**config.mk**
```make
export PLATFORM = sky130hd
export DESIGN_NAME = cla_pipe_adder
export DESIGN_NICKNAME = d
export VERILOG_FILES = /design/src/rtl/cla_pipe_adder.sv
export SDC_FILE = /design/constraint.sdc
export NUM_CORES = 1
export LEC_CHECK = 0
export CORE_MARGIN = 3
export CORE_UTILIZATION = 50
export CTS_BUF_LIST = sky130_fd_sc_hd__clkbuf_4
export DETAILED_ROUTE_END_ITERATION = 10
export HOLD_SLACK_MARGIN = 0.06
export PLACE_DENSITY = 0.83
export REMOVE_ABC_BUFFERS = 1
export SLEW_MARGIN = 20
export SYNTH_ARGS = -nofsm -noshare
export SYNTH_HDL_FRONTEND = slang
export SYNTH_SLANG_ARGS = --single-unit
```
**constraint.sdc**
```tcl
create_clock -name clk -period 3 [get_ports clk]
set_clock_uncertainty 0.1 [all_clocks]
set_input_delay 0.9 -clock clk [delete_from_list [all_inputs] [get_ports clk]]
set_output_delay 0.9 -clock clk [all_outputs]
set_load 0.01 [all_outputs]
```
**src/rtl/cla_pipe_adder.sv**
```systemverilog
// cla_pipe_adder: pipelined carry-lookahead adder/subtractor with valid/ready
// handshake on both sides. Operands are split into GROUP-bit lookahead groups;
// each of the STAGES register stages resolves (WIDTH/GROUP)/STAGES groups, and
// the group carry ripples from one stage to the next.
// Optional feature: define CLA_SAT_EN for signed saturation on overflow.
`timescale 1ns/1ps

module cla_pipe_adder #(
    parameter int WIDTH  = 16,
    parameter int GROUP  = 4,
    parameter int STAGES = 2
) (
    input  logic             clk,
    input  logic             rst_n,
    input  logic             in_valid,
    output logic             in_ready,
    input  logic [WIDTH-1:0] a,
    input  logic [WIDTH-1:0] b,
    input  logic             cin,
    input  logic             sub,
    output logic             out_valid,
    input  logic             out_ready,
    output logic [WIDTH-1:0] sum,
    output logic             cout,
    output logic             ovf,
    output logic             zero
);

    localparam int NG  = WIDTH / GROUP;
    localparam int GPS = NG / STAGES;
    // Number of inter-stage operand registers (at least one so arrays stay legal).
    localparam int NR  = (STAGES > 1) ? STAGES - 1 : 1;

    // Lookahead carries of one group: c[t] is the carry into bit t, c[GROUP]
    // is the group carry out (GG | GP & ci). Every carry is a flat sum of
    // products of the generate/propagate terms and the group carry-in.
    function automatic logic [GROUP:0] grp_carries(input logic [GROUP-1:0] p,
                                                   input logic [GROUP-1:0] g,
                                                   input logic             ci);
        logic [GROUP:0] c;
        logic           term;
        c = '0;
        for (int t = 0; t <= GROUP; t++) begin
            term = ci;
            for (int u = 0; u < t; u++) term = term & p[u];
            c[t] = term;
            for (int u = 0; u < t; u++) begin
                term = g[u];
                for (int w = u + 1; w < t; w++) term = term & p[w];
                c[t] = c[t] | term;
            end
        end
        return c;
    endfunction

`ifdef CLA_SAT_EN
    // Saturated result: most negative for negative operands, most positive otherwise.
    function automatic logic [WIDTH-1:0] sat_value(input logic neg);
        return {neg, {(WIDTH-1){~neg}}};
    endfunction
`endif

    // Stage valid bits and the registered result.
    logic [STAGES-1:0] v_q;
    logic [WIDTH-1:0]  sum_q;
    logic              cout_q;
    logic              ovf_q;
    logic              zero_q;

    // Inter-stage registers: partial sum, propagate/generate and pending carry.
    logic [WIDTH-1:0]  p_q [NR];
    logic [WIDTH-1:0]  g_q [NR];
    logic [WIDTH-1:0]  s_q [NR];
    logic              c_q [NR];

    // Combinational next values for those registers.
    logic [WIDTH-1:0]  p_n [NR];
    logic [WIDTH-1:0]  g_n [NR];
    logic [WIDTH-1:0]  s_n [NR];
    logic              c_n [NR];

    logic [WIDTH-1:0]  fin_sum;
    logic              fin_cout;
    logic              fin_ovf;
    logic              fin_zero;

    logic [STAGES-1:0] take;   // stage k register may load this cycle
    logic [STAGES-1:0] v_src;  // valid bit feeding stage k

    // Handshake: a stage can load when it or any later stage has room, or the
    // output is draining. Depends only on state and out_ready, never on in_valid.
    always_comb begin
        logic full;
        take  = '0;
        v_src = '0;
        for (int k = 0; k < STAGES; k++) begin
            full = 1'b1;
            for (int m = k; m < STAGES; m++) full = full & v_q[m];
            take[k]  = ~full | out_ready;
            v_src[k] = (k == 0) ? in_valid : v_q[(k == 0) ? 0 : k - 1];
        end
    end

    // Datapath: each stage resolves its share of groups from the previous stage's registers.
    always_comb begin
        logic [WIDTH-1:0] b_eff;
        logic [WIDTH-1:0] cp;
        logic [WIDTH-1:0] cg;
        logic [WIDTH-1:0] cs;
        logic             cc;
        logic             cmsb;
        logic [GROUP:0]   gc;
        int               base;
        int               pidx;
        int               ridx;

        for (int r = 0; r < NR; r++) begin
            p_n[r] = '0;
            g_n[r] = '0;
            s_n[r] = '0;
            c_n[r] = 1'b0;
        end
        fin_sum  = '0;
        fin_cout = 1'b0;
        fin_ovf  = 1'b0;
        fin_zero = 1'b0;
        cmsb     = 1'b0;
        gc       = '0;

        b_eff = sub ? ~b : b;

        for (int k = 0; k < STAGES; k++) begin
            pidx = (k == 0) ? 0 : k - 1;
            ridx = (k < NR) ? k : 0;
            if (k == 0) begin
                cp = a ^ b_eff;
                cg = a & b_eff;
                cs = '0;
                cc = sub | cin;
            end else begin
                cp = p_q[pidx];
                cg = g_q[pidx];
                cs = s_q[pidx];
                cc = c_q[pidx];
            end

            for (int j = 0; j < GPS; j++) begin
                base = (k * GPS + j) * GROUP;
                gc   = grp_carries(cp[base +: GROUP], cg[base +: GROUP], cc);
                for (int t = 0; t < GROUP; t++) cs[base + t] = cp[base + t] ^ gc[t];
                cmsb = gc[GROUP-1];
                cc   = gc[GROUP];
            end

            if (k < STAGES - 1) begin
                p_n[ridx] = cp;
                g_n[ridx] = cg;
                s_n[ridx] = cs;
                c_n[ridx] = cc;
            end else begin
                fin_sum  = cs;
                fin_cout = cc;
                fin_ovf  = cmsb ^ cc;
`ifdef CLA_SAT_EN
                // On overflow both operand signs agree, so G of the MSB is that sign.
                if (fin_ovf) fin_sum = sat_value(cg[WIDTH-1]);
`endif
                fin_zero = (fin_sum == '0);
            end
        end
    end

    // Control and result registers; reset discards every in-flight item.
    always_ff @(posedge clk or negedge rst_n) begin
        if (!rst_n) begin
            v_q    <= '0;
            sum_q  <= '0;
            cout_q <= 1'b0;
            ovf_q  <= 1'b0;
            zero_q <= 1'b0;
        end else begin
            for (int k = 0; k < STAGES; k++) begin
                if (take[k]) v_q[k] <= v_src[k];
            end
            if (take[STAGES-1] && v_src[STAGES-1]) begin
                sum_q  <= fin_sum;
                cout_q <= fin_cout;
                ovf_q  <= fin_ovf;
                zero_q <= fin_zero;
            end
        end
    end

    // Inter-stage operand registers; only loaded with valid items, no reset needed.
    always_ff @(posedge clk) begin
        for (int k = 0; k < NR; k++) begin
            if ((k < STAGES - 1) && take[k] && v_src[k]) begin
                p_q[k] <= p_n[k];
                g_q[k] <= g_n[k];
                s_q[k] <= s_n[k];
                c_q[k] <= c_n[k];
            end
        end
    end

    assign in_ready  = take[0] & rst_n;
    assign out_valid = v_q[STAGES-1];
    assign sum       = sum_q;
    assign cout      = cout_q;
    assign ovf       = ovf_q;
    assign zero      = zero_q;

endmodule

```
Word-level counts from Yosys, hierarchy flattened
Memory sizes are Yosys's and may differ from the RTL's.
Cells that the tools add are included.
W data, S select, Z words.
Word-level totals
  bits in latches: 0
  output and inout port bits: 21
  register bits: 21
  memory bits (writable): 41
  bits of input ports: 38
  word-level logic and storage cells: 123
  memories kept: 4
  bits in read-only memories: 0
Memory list
  g_q: words 1, bits a word 16, read ports 1, clocked after memory_dff 0, write ports 1, RTL line 72  | logic [WIDTH-1:0] g_q [NR];
  p_q: words 1, bits a word 16, read ports 1, clocked after memory_dff 0, write ports 1, RTL line 71  | logic [WIDTH-1:0] p_q [NR];
  s_q: words 1, bits a word 8, read ports 1, clocked after memory_dff 0, write ports 1, RTL line 73  | logic [WIDTH-1:0] s_q [NR];
  c_q: words 1, bits a word 1, read ports 1, clocked after memory_dff 0, write ports 1, RTL line 74  | logic c_q [NR];
Cells by class
  shift operators: 0
  multiply operators: 0
  mux-type cells: 3
  add/sub/neg operators: 0
  bitwise logic cells: 107
  reduce and logical (&&, ||, !) cells: 3
  div/mod/pow operators: 0
  eq/ne operators: 0
  magnitude comparators: 0
Operator list (count)
  $or A1 B1 Y1: 43
  $and A1 B1 Y1: 42
  $xor A1 B1 Y1: 17
  $and A16 B16 Y16: 1
  $logic_not A16 Y1: 1
  $mux W16: 1
  $not A16 Y16: 1
  $xor A16 B16 Y16: 1
  $logic_and A1 B1 Y1: 2
  $mux W1: 2
  $not A1 Y1: 2

Logic depth before layout (Yosys ltp)
Gate-level depths: netlist (run 1).
  word-level depth: 19
  gate-level depth with buffers: 13
  gate-level depth less buffers: 12

Least setup slack after synthesis (run 1)
OpenSTA, ideal clock, no wires.
  path kind: input-to-reg
  start: input sub
  end: memory c_q[0], data pin
  buffers on the path: 1
  stages: 13
  setup slack: -0.387 ns
  library setup time: 0.257 ns
  data arrival time: 3.030 ns
  required time: 2.643 ns
  cell sequence: buf_2 -> xor2_1 -> ha_1 -> ha_1 -> o21a_1 -> o21a_1 -> o21ai_0 -> nand2b_1 -> ha_1 -> o21a_1 -> o21a_1 -> o21ai_0 -> nand2b_1
On the way
  cells in the longest elaborated chain, start to end: 18
  elaborated cells on any way between the ends: 32
  classes of those cells: 1 x mux; 31 x bitwise
Ends and longest elaborated chain
  start, declared: RTL line 20  | input logic sub,
  $mux W16: RTL line 130  | b_eff = sub ? ~b : b;
  $xor A16 B16 Y16: RTL line 136  | cp = a ^ b_eff;
  $and A1 B1 Y1 (4 in a row): RTL line 45  | for (int u = 0; u < t; u++) term = term & p[u];
  $or A1 B1 Y1 (4 in a row): RTL line 50  | c[t] = c[t] | term;
  $and A1 B1 Y1 (4 in a row): RTL line 45
  $or A1 B1 Y1 (3 in a row): RTL line 50
  $or A1 B1 Y1 *: RTL line 50
  net c_n: RTL line 80  | logic c_n [NR];
  end, declared: RTL line 74
The timed path passes the listed nets; every way through them passes the cells marked *.

Worst setup path in the final report (run 1)
  start: input out_ready
  end: output in_ready
On the way
  cells in the longest elaborated chain, start to end: 2
Ends and longest elaborated chain
  start, declared: RTL line 22  | input logic out_ready,
  $or A1 B1 Y1: RTL line 99  | take[k] = ~full | out_ready;
  $and A1 B1 Y1: RTL line 206  | assign in_ready = take[0] & rst_n;
  end, declared: RTL line 16  | output logic in_ready,
Every way passes these cells.

==> results of run 1 <==
-- cells by family after synthesis --
kind of cell / synth area share [%]
fa+ha+maj: 12.63
xor+xnor: 8.383
simple gates: 9.309
mux: 6.315
flops: 55.53
compound gates: 5.715
buf+inv: 2.123
-- through the flow --
stage | worst slack, ns | cell area (sq um) | hold slack [ns] | setup TNS [ns]
2_1_floorplan | -0.1952 | 2280 | 0.3601 | -0.3671
3_3_place_gp | -0.7777 | 3015 | 0.3634 | -3.209
3_5_place_dp | -0.8309 | 3015 | 0.3767 | -3.471
4_1_cts | 0.01465 | 3087 | 0.4052 | 0
5_1_grt | 0.001208 | 3123 | 0.4332 | 0
6_report | 0.07088 | 3123 | 0.3985 | 0
-- cell usage in the layout, fill, tap and decap left out, drive strengths merged, types with 2 or more instances in the layout --
| cell | count |
|---|---|
| clkbuf | 6 |
| o31ai | 3 |
| nor3 | 5 |
| inv | 8 |
| clkdlybuf4s50 | 52 |
| and2 | 2 |
| o21ai | 8 |
| nor4 | 2 |
| dfrtp | 21 |
| buf | 15 |
| ha | 20 |
| o21a | 7 |
| fa | 2 |
| nand2 | 10 |
| or2 | 2 |
| nand2b | 7 |
| clkinv | 2 |
| mux2 | 12 |
| nor2 | 7 |
| dlygate4sd2 | 4 |
| xnor2 | 5 |
| edfxtp | 25 |
| xor2 | 17 |
-- registers in the layout (all words and copies together) (netlist names) --
| register | count |
|---|---|
| s_q | 8 |
| sum | 16 |
| zero | 1 |
| p_q | 8 |
| v_q | 2 |
| g_q | 8 |
| c_q | 1 |
| ovf | 1 |
| cout | 1 |
-- final timing paths --
kind / startpoint / end / slack (ns) / cells after the start
max in group asynchronous: rst_n / sum[0] / 1.74 / 2
setup / recovery: out_ready / in_ready / 0.07 / 4
setup reg to reg: c_q[0] / zero / 0.21 / 10
min in group asynchronous: rst_n / sum[14] / 0.83 / 2
hold / removal: sum[10] / sum[10] / 0.40 / 2
hold reg to reg: sum[10] / sum[10] / 0.40 / 2
-- worst max-delay path: cells and delay by family --
kind,cells,cell delay [ns]
buffers and inverters,2,0.68
AND/OR/NAND/NOR,2,0.34
-- power by group through the flow --
stage / Sequential (W) / Clock [W] / Combinational [W]
3_3_place_gp: 0.000855 / 0 / 0.000484
6_report: 0.000844 / 0.000287 / 0.000506
4_1_cts: 0.000846 / 0.000294 / 0.000507
2_1_floorplan: 0.000881 / 0 / 0.000199
5_1_grt: 0.000859 / 0.000315 / 0.000556
3_5_place_dp: 0.000861 / 0 / 0.000500
-- metal layers --
metal,vias up,part of all wire (%)
met5,-,0
met4,0,1.5
met3,9,6.2
met2,44,53
met1,722,39
li1,758,-
-- final cells by class --
class	instances	area, sq um	share of cell area [%]
Clock buffer	6	45.04	1.442
Timing Repair Buffer	71	675.6	21.63
Clock inverter	2	8.758	0.2804
Tap cell	52	65.06	2.083
Sequential cell	46	1276	40.87
Multi-Input combinational cell	116	1022	32.73
Inverter	8	30.03	0.9615
-- repair_timing --
item / CTS / global route
setup buffers: 1 / 0
endpoints found under the setup margin: 6 / 3
gates resized for setup: 19 / 6
pin swaps: 15 / 9
==> summary.txt, run 1 <==
outcome - complete, no violations
Total GRT Usage - 16.50%
Final Critical Period - 2.929 ns
total power per unit cell area - 524.1 mW/mm^2
global-route met2 utilization - 30.02%
die area - 0.005446 sq mm
WS Path Type - in -> out
hpwl dp - 3.279 mm
Syn Std Cell Area - 0.002298 sq mm
Fmax - 0.3414 GHz
crit-path max cell delay - 0.41 ns
register area share after synthesis - 55.53%
largest net degree at the start of global routing - 26
final std cells w/o fill - 301
detailed-route via count - 1533
core area - 0.004384 sq mm
placed insts - 292
Slew headroom - 78.70%
starting density of the core - 52.43%
Yosys reg bits - 46
Post-synth EDFFs - 25
number of remaining DRC errors - 0
Initial DRC Count - 95
vias in the first global route - 1476
Longest Clk Path Bufs - 2
root buf cell - clkbuf_4
grt ovf - 0
CP arrival - 1.93 ns
crit start category - input pin
slowest CP cell - clkdlybuf4s50_1
top cell type's share of synthesized area - 32.66%
DRT antenna net count - 0
synth unique cells - 33
placement row count - 24
Worst Hold Class - reg -> reg
Fin. Hold Viols - 0
Slew @ Worst Pin - 0.3195 ns
H-tree levels - 2
Pint - 0.001183 W
Antenna Cells - 0
cell with the most instances after synthesis - edfxtp_1
Clock Sinks - 46
Required @ worst endpoint - 2.00 ns
I/O pin cnt - 59
Tot Pwr - 0.001637 W
met3 usage - 4.925%
fraction of layout instances using a drive strength above 1 - 14.46%
Async SR Flop Fraction - 45.65%
peak supply drop - 0.2352 mV
Clock transition at path regs - 0.12 ns
combinational share of power - 30.9%
Fillers - 325
WL/cell - 13.98 um
Die H - 73.80 um
CTS tree - done
Sequential Power Share - 51.6%
CTS buffer count - 5
unrepaired setup endpoints after global routing - no
initial antenna violation count - 0
1st-pass router iterations - 4
final period utilization - 97.64%
ys flop type - edfxtp_1
Synth Warn # - 0
max-cap check violation count - 0
largest area contributor in the netlist - edfxtp_1
Core Util, Final - 71.23%
clk_lat worst skew - 0.36 ns
fin. max-slew vios - 0
grt met1 use - 17.90%
Mapped Cells - 174
CP endpoint kind - output pin
commonest cells in the synthesized netlist - edfxtp_1 (25), dfrtp_1 (21), ha_1 (20), xor2_1 (17), nand2_1 (9)
synthesized area per cell - 13.21 sq um
Die X - 73.80 um
Switch Pwr - 0.0004540 W
CTS Hold Buffers Added - 0
Lkg Pwr - 1.298 nW
DR vias/cell - 5.093
nets - 308
IO buf count - 58
CP Cell Sequence - clkdlybuf4s50_1 > nand3b_1 > and2_1 > dlygate4sd2_1
Synth area leaders - edfxtp_1 (33%), dfrtp_1 (23%), ha_1 (11%)
final setup fails - 0
Sw Ratio - 27.74%
clock power share - 17.5%
global placer's final weighted congestion - 0.7009
first-pass GRT wire length - 6.679 mm
final WL - 4.209 mm
busiest grt layer - met2
Area growth syn-to-layout - 35.87%
Max Fanout on Critical Path - 2
Power figures use the tool's default switching activity.
==> run 2, diff against run 1 <==
--- a/config.mk
+++ b/config.mk
@@ -7,7 +7,7 @@
 export LEC_CHECK = 0
 export CORE_MARGIN = 3
 export CORE_UTILIZATION = 50
-export CTS_BUF_LIST = sky130_fd_sc_hd__clkbuf_4
+export CTS_BUF_LIST = sky130_fd_sc_hd__clkbuf_8
 export DETAILED_ROUTE_END_ITERATION = 10
 export HOLD_SLACK_MARGIN = 0.06
 export PLACE_DENSITY = 0.83
==> run 2 against run 1 <==
Compared with the run above: non-clock buffer count is the same; die area is the same; worst hold slack lost 0.0081 ns; via count shrank 0.33%; clock power grew 34%; total power grew 6.1%; highest routed layer unchanged.
==> summary.txt, run 2 (synthesis results as in run 1) <==
CP endpoint kind - output pin
number of remaining DRC errors - 0
most common cell after layout, fill and taps aside - clkdlybuf4s50_1
Fmax - 0.3427 GHz
core area - 0.004384 sq mm
Core Util, Final - 72.35%
Area growth syn-to-layout - 38.00%
final WL - 4.241 mm
detailed-route via count - 1528
dpl ws - -0.8309 ns
final instance area - 0.003172 sq mm
clock power share - 22.1%
grt ovf - 0
Fillers - 315
Die X - 73.80 um
DRT antenna net count - 0
met3 usage - 6.566%
Die H - 73.80 um
worst r2r src - c_q[0]
Pint - 0.001269 W
Required @ worst endpoint - 2.00 ns
Total GRT Usage - 17.05%
Hold Slack - 0.3904 ns
global placer's final weighted congestion - 0.7009
total power per unit cell area - 547.5 mW/mm^2
CTS buffer count - 5
grt met1 use - 17.72%
first-pass GRT wire length - 6.782 mm
Worst Hold Launch - sum[10]
CP arrival - 1.92 ns
I/O pin cnt - 59
reg2reg path depth - 10
Critical path origin - out_ready
largest net degree at the start of global routing - 26
IO buf count - 58
Antenna Cells - 0
peak supply drop - 0.3167 mV
starting density of the core - 52.43%
final setup fails - 0
nets - 308
commonest cells after routing, fill and taps aside - clkdlybuf4s50_1 (51), edfxtp_1 (25), dfrtp_1 (21), ha_1 (17), xor2_1 (16)
setup ws final - 0.08207 ns
placed insts - 292
initial antenna violation count - 0
clk_lat worst skew - 0.30 ns
placement row count - 24
Slew @ Worst Pin - 0.3169 ns
outcome - complete, no violations
max-cap check violation count - 0
Longest Clk Path Bufs - 2
fraction of layout instances using a drive strength above 1 - 14.46%
DR vias/cell - 5.076
crit start category - input pin
Final Critical Period - 2.918 ns
Hold Path Depth - 2
Largest register FFs - 16
Max Fanout on Critical Path - 2
fin. max-slew vios - 0
final std cells w/o fill - 301
Sw Ratio - 26.90%
CTS Hold Buffers Added - 0
combinational share of power - 29.1%
Slew headroom - 78.88%
final period utilization - 97.26%
Initial DRC Count - 96
busiest grt layer - met2
post-place instance area - 0.003015 sq mm
Worst Hold Class - reg -> reg
root buf cell - clkbuf_8
unrepaired setup endpoints after global routing - yes
WS Path Type - in -> out
Clock Sinks - 46
hpwl dp - 3.279 mm
Sequential Power Share - 48.7%
die area - 0.005446 sq mm
WL/cell - 14.09 um
global-route met2 utilization - 30.91%
H-tree levels - 2
1st-pass router iterations - 4
CTS tree - done
Clock transition at path regs - 0.08 ns
Fin. Hold Viols - 0
Lkg Pwr - 1.328 nW
Switch Pwr - 0.0004672 W
vias in the first global route - 1500
[run 2: cell types whose count changed in the layout (fill, tap and decap cells not counted)]
| cell | delta |
|---|---|
| buf_4 | -1 |
| buf_8 | +1 |
| clkbuf_4 | -6 |
| clkbuf_8 | +6 |
| clkdlybuf4s15_1 | +1 |
| clkdlybuf4s50_1 | -1 |
| clkinv_1 | -1 |
| dlygate4sd2_1 | -1 |
| dlymetal6s2s_1 | +1 |
| inv_1 | +1 |
[run 2: repair_timing]
item	in CTS	in global routing
pin swaps	15	10
gates resized for setup	22	6
setup buffers	1	0
setup endpoints to repair	6	3
[run 2: power by group through the flow]
stage	Sequential, W	Clock [W]	Combinational [W]
global placement	0.000855	0	0.000484
global route	0.000861	0.000419	0.000557
finish	0.000846	0.000385	0.000506
CTS	0.000848	0.000390	0.000508
floorplan	0.000881	0	0.000199
detailed placement	0.000861	0	0.000500
[run 2: final timing paths]
path                       slack, ns       end
min in group asynchronous       0.91   sum[14]
hold reg to reg                 0.39   sum[10]
setup / recovery                0.08  in_ready
hold / removal                  0.39   sum[10]
setup reg to reg                0.22      zero
max in group asynchronous       1.67    sum[0]
[run 2: layout make-up]
type / count / area, sq um / share of cell area, %
sequential: 46 / 1276 / 40.24
multi-input combinational: 116 / 1022 / 32.23
timing repair buffer: 71 / 686.9 / 21.66
clock buffer: 6 / 82.58 / 2.604
tap: 52 / 65.06 / 2.051
inverter: 8 / 30.03 / 0.9467
clock inverter: 2 / 8.758 / 0.2761
[run 2: critical path: stages]
cell,delay [ns]
clkdlybuf4s50_1,0.41
nand3b_1,0.18
and2_1,0.16
dlygate4sd2_1,0.27
[run 2: routing by layer]
| layer | vias to the layer above | wire [um] | share of wire (%) |
|---|---|---|---|
| met5 | - | 0 | 0 |
| li1 | 760 | - | - |
| met4 | 0 | 65 | 1.5 |
| met2 | 43 | 2235 | 53 |
| met3 | 5 | 272 | 6.4 |
| met1 | 720 | 1668 | 39 |
[run 2: stage by stage]
stage	TNS (ns)	total power [W]
3_5_place_dp	-3.471	0.001361
5_1_grt	-0.04126	0.001837
4_1_cts	-0.05592	0.001746
3_3_place_gp	-3.209	0.001339
6_report	0	0.001737
2_1_floorplan	-0.3671	0.001079
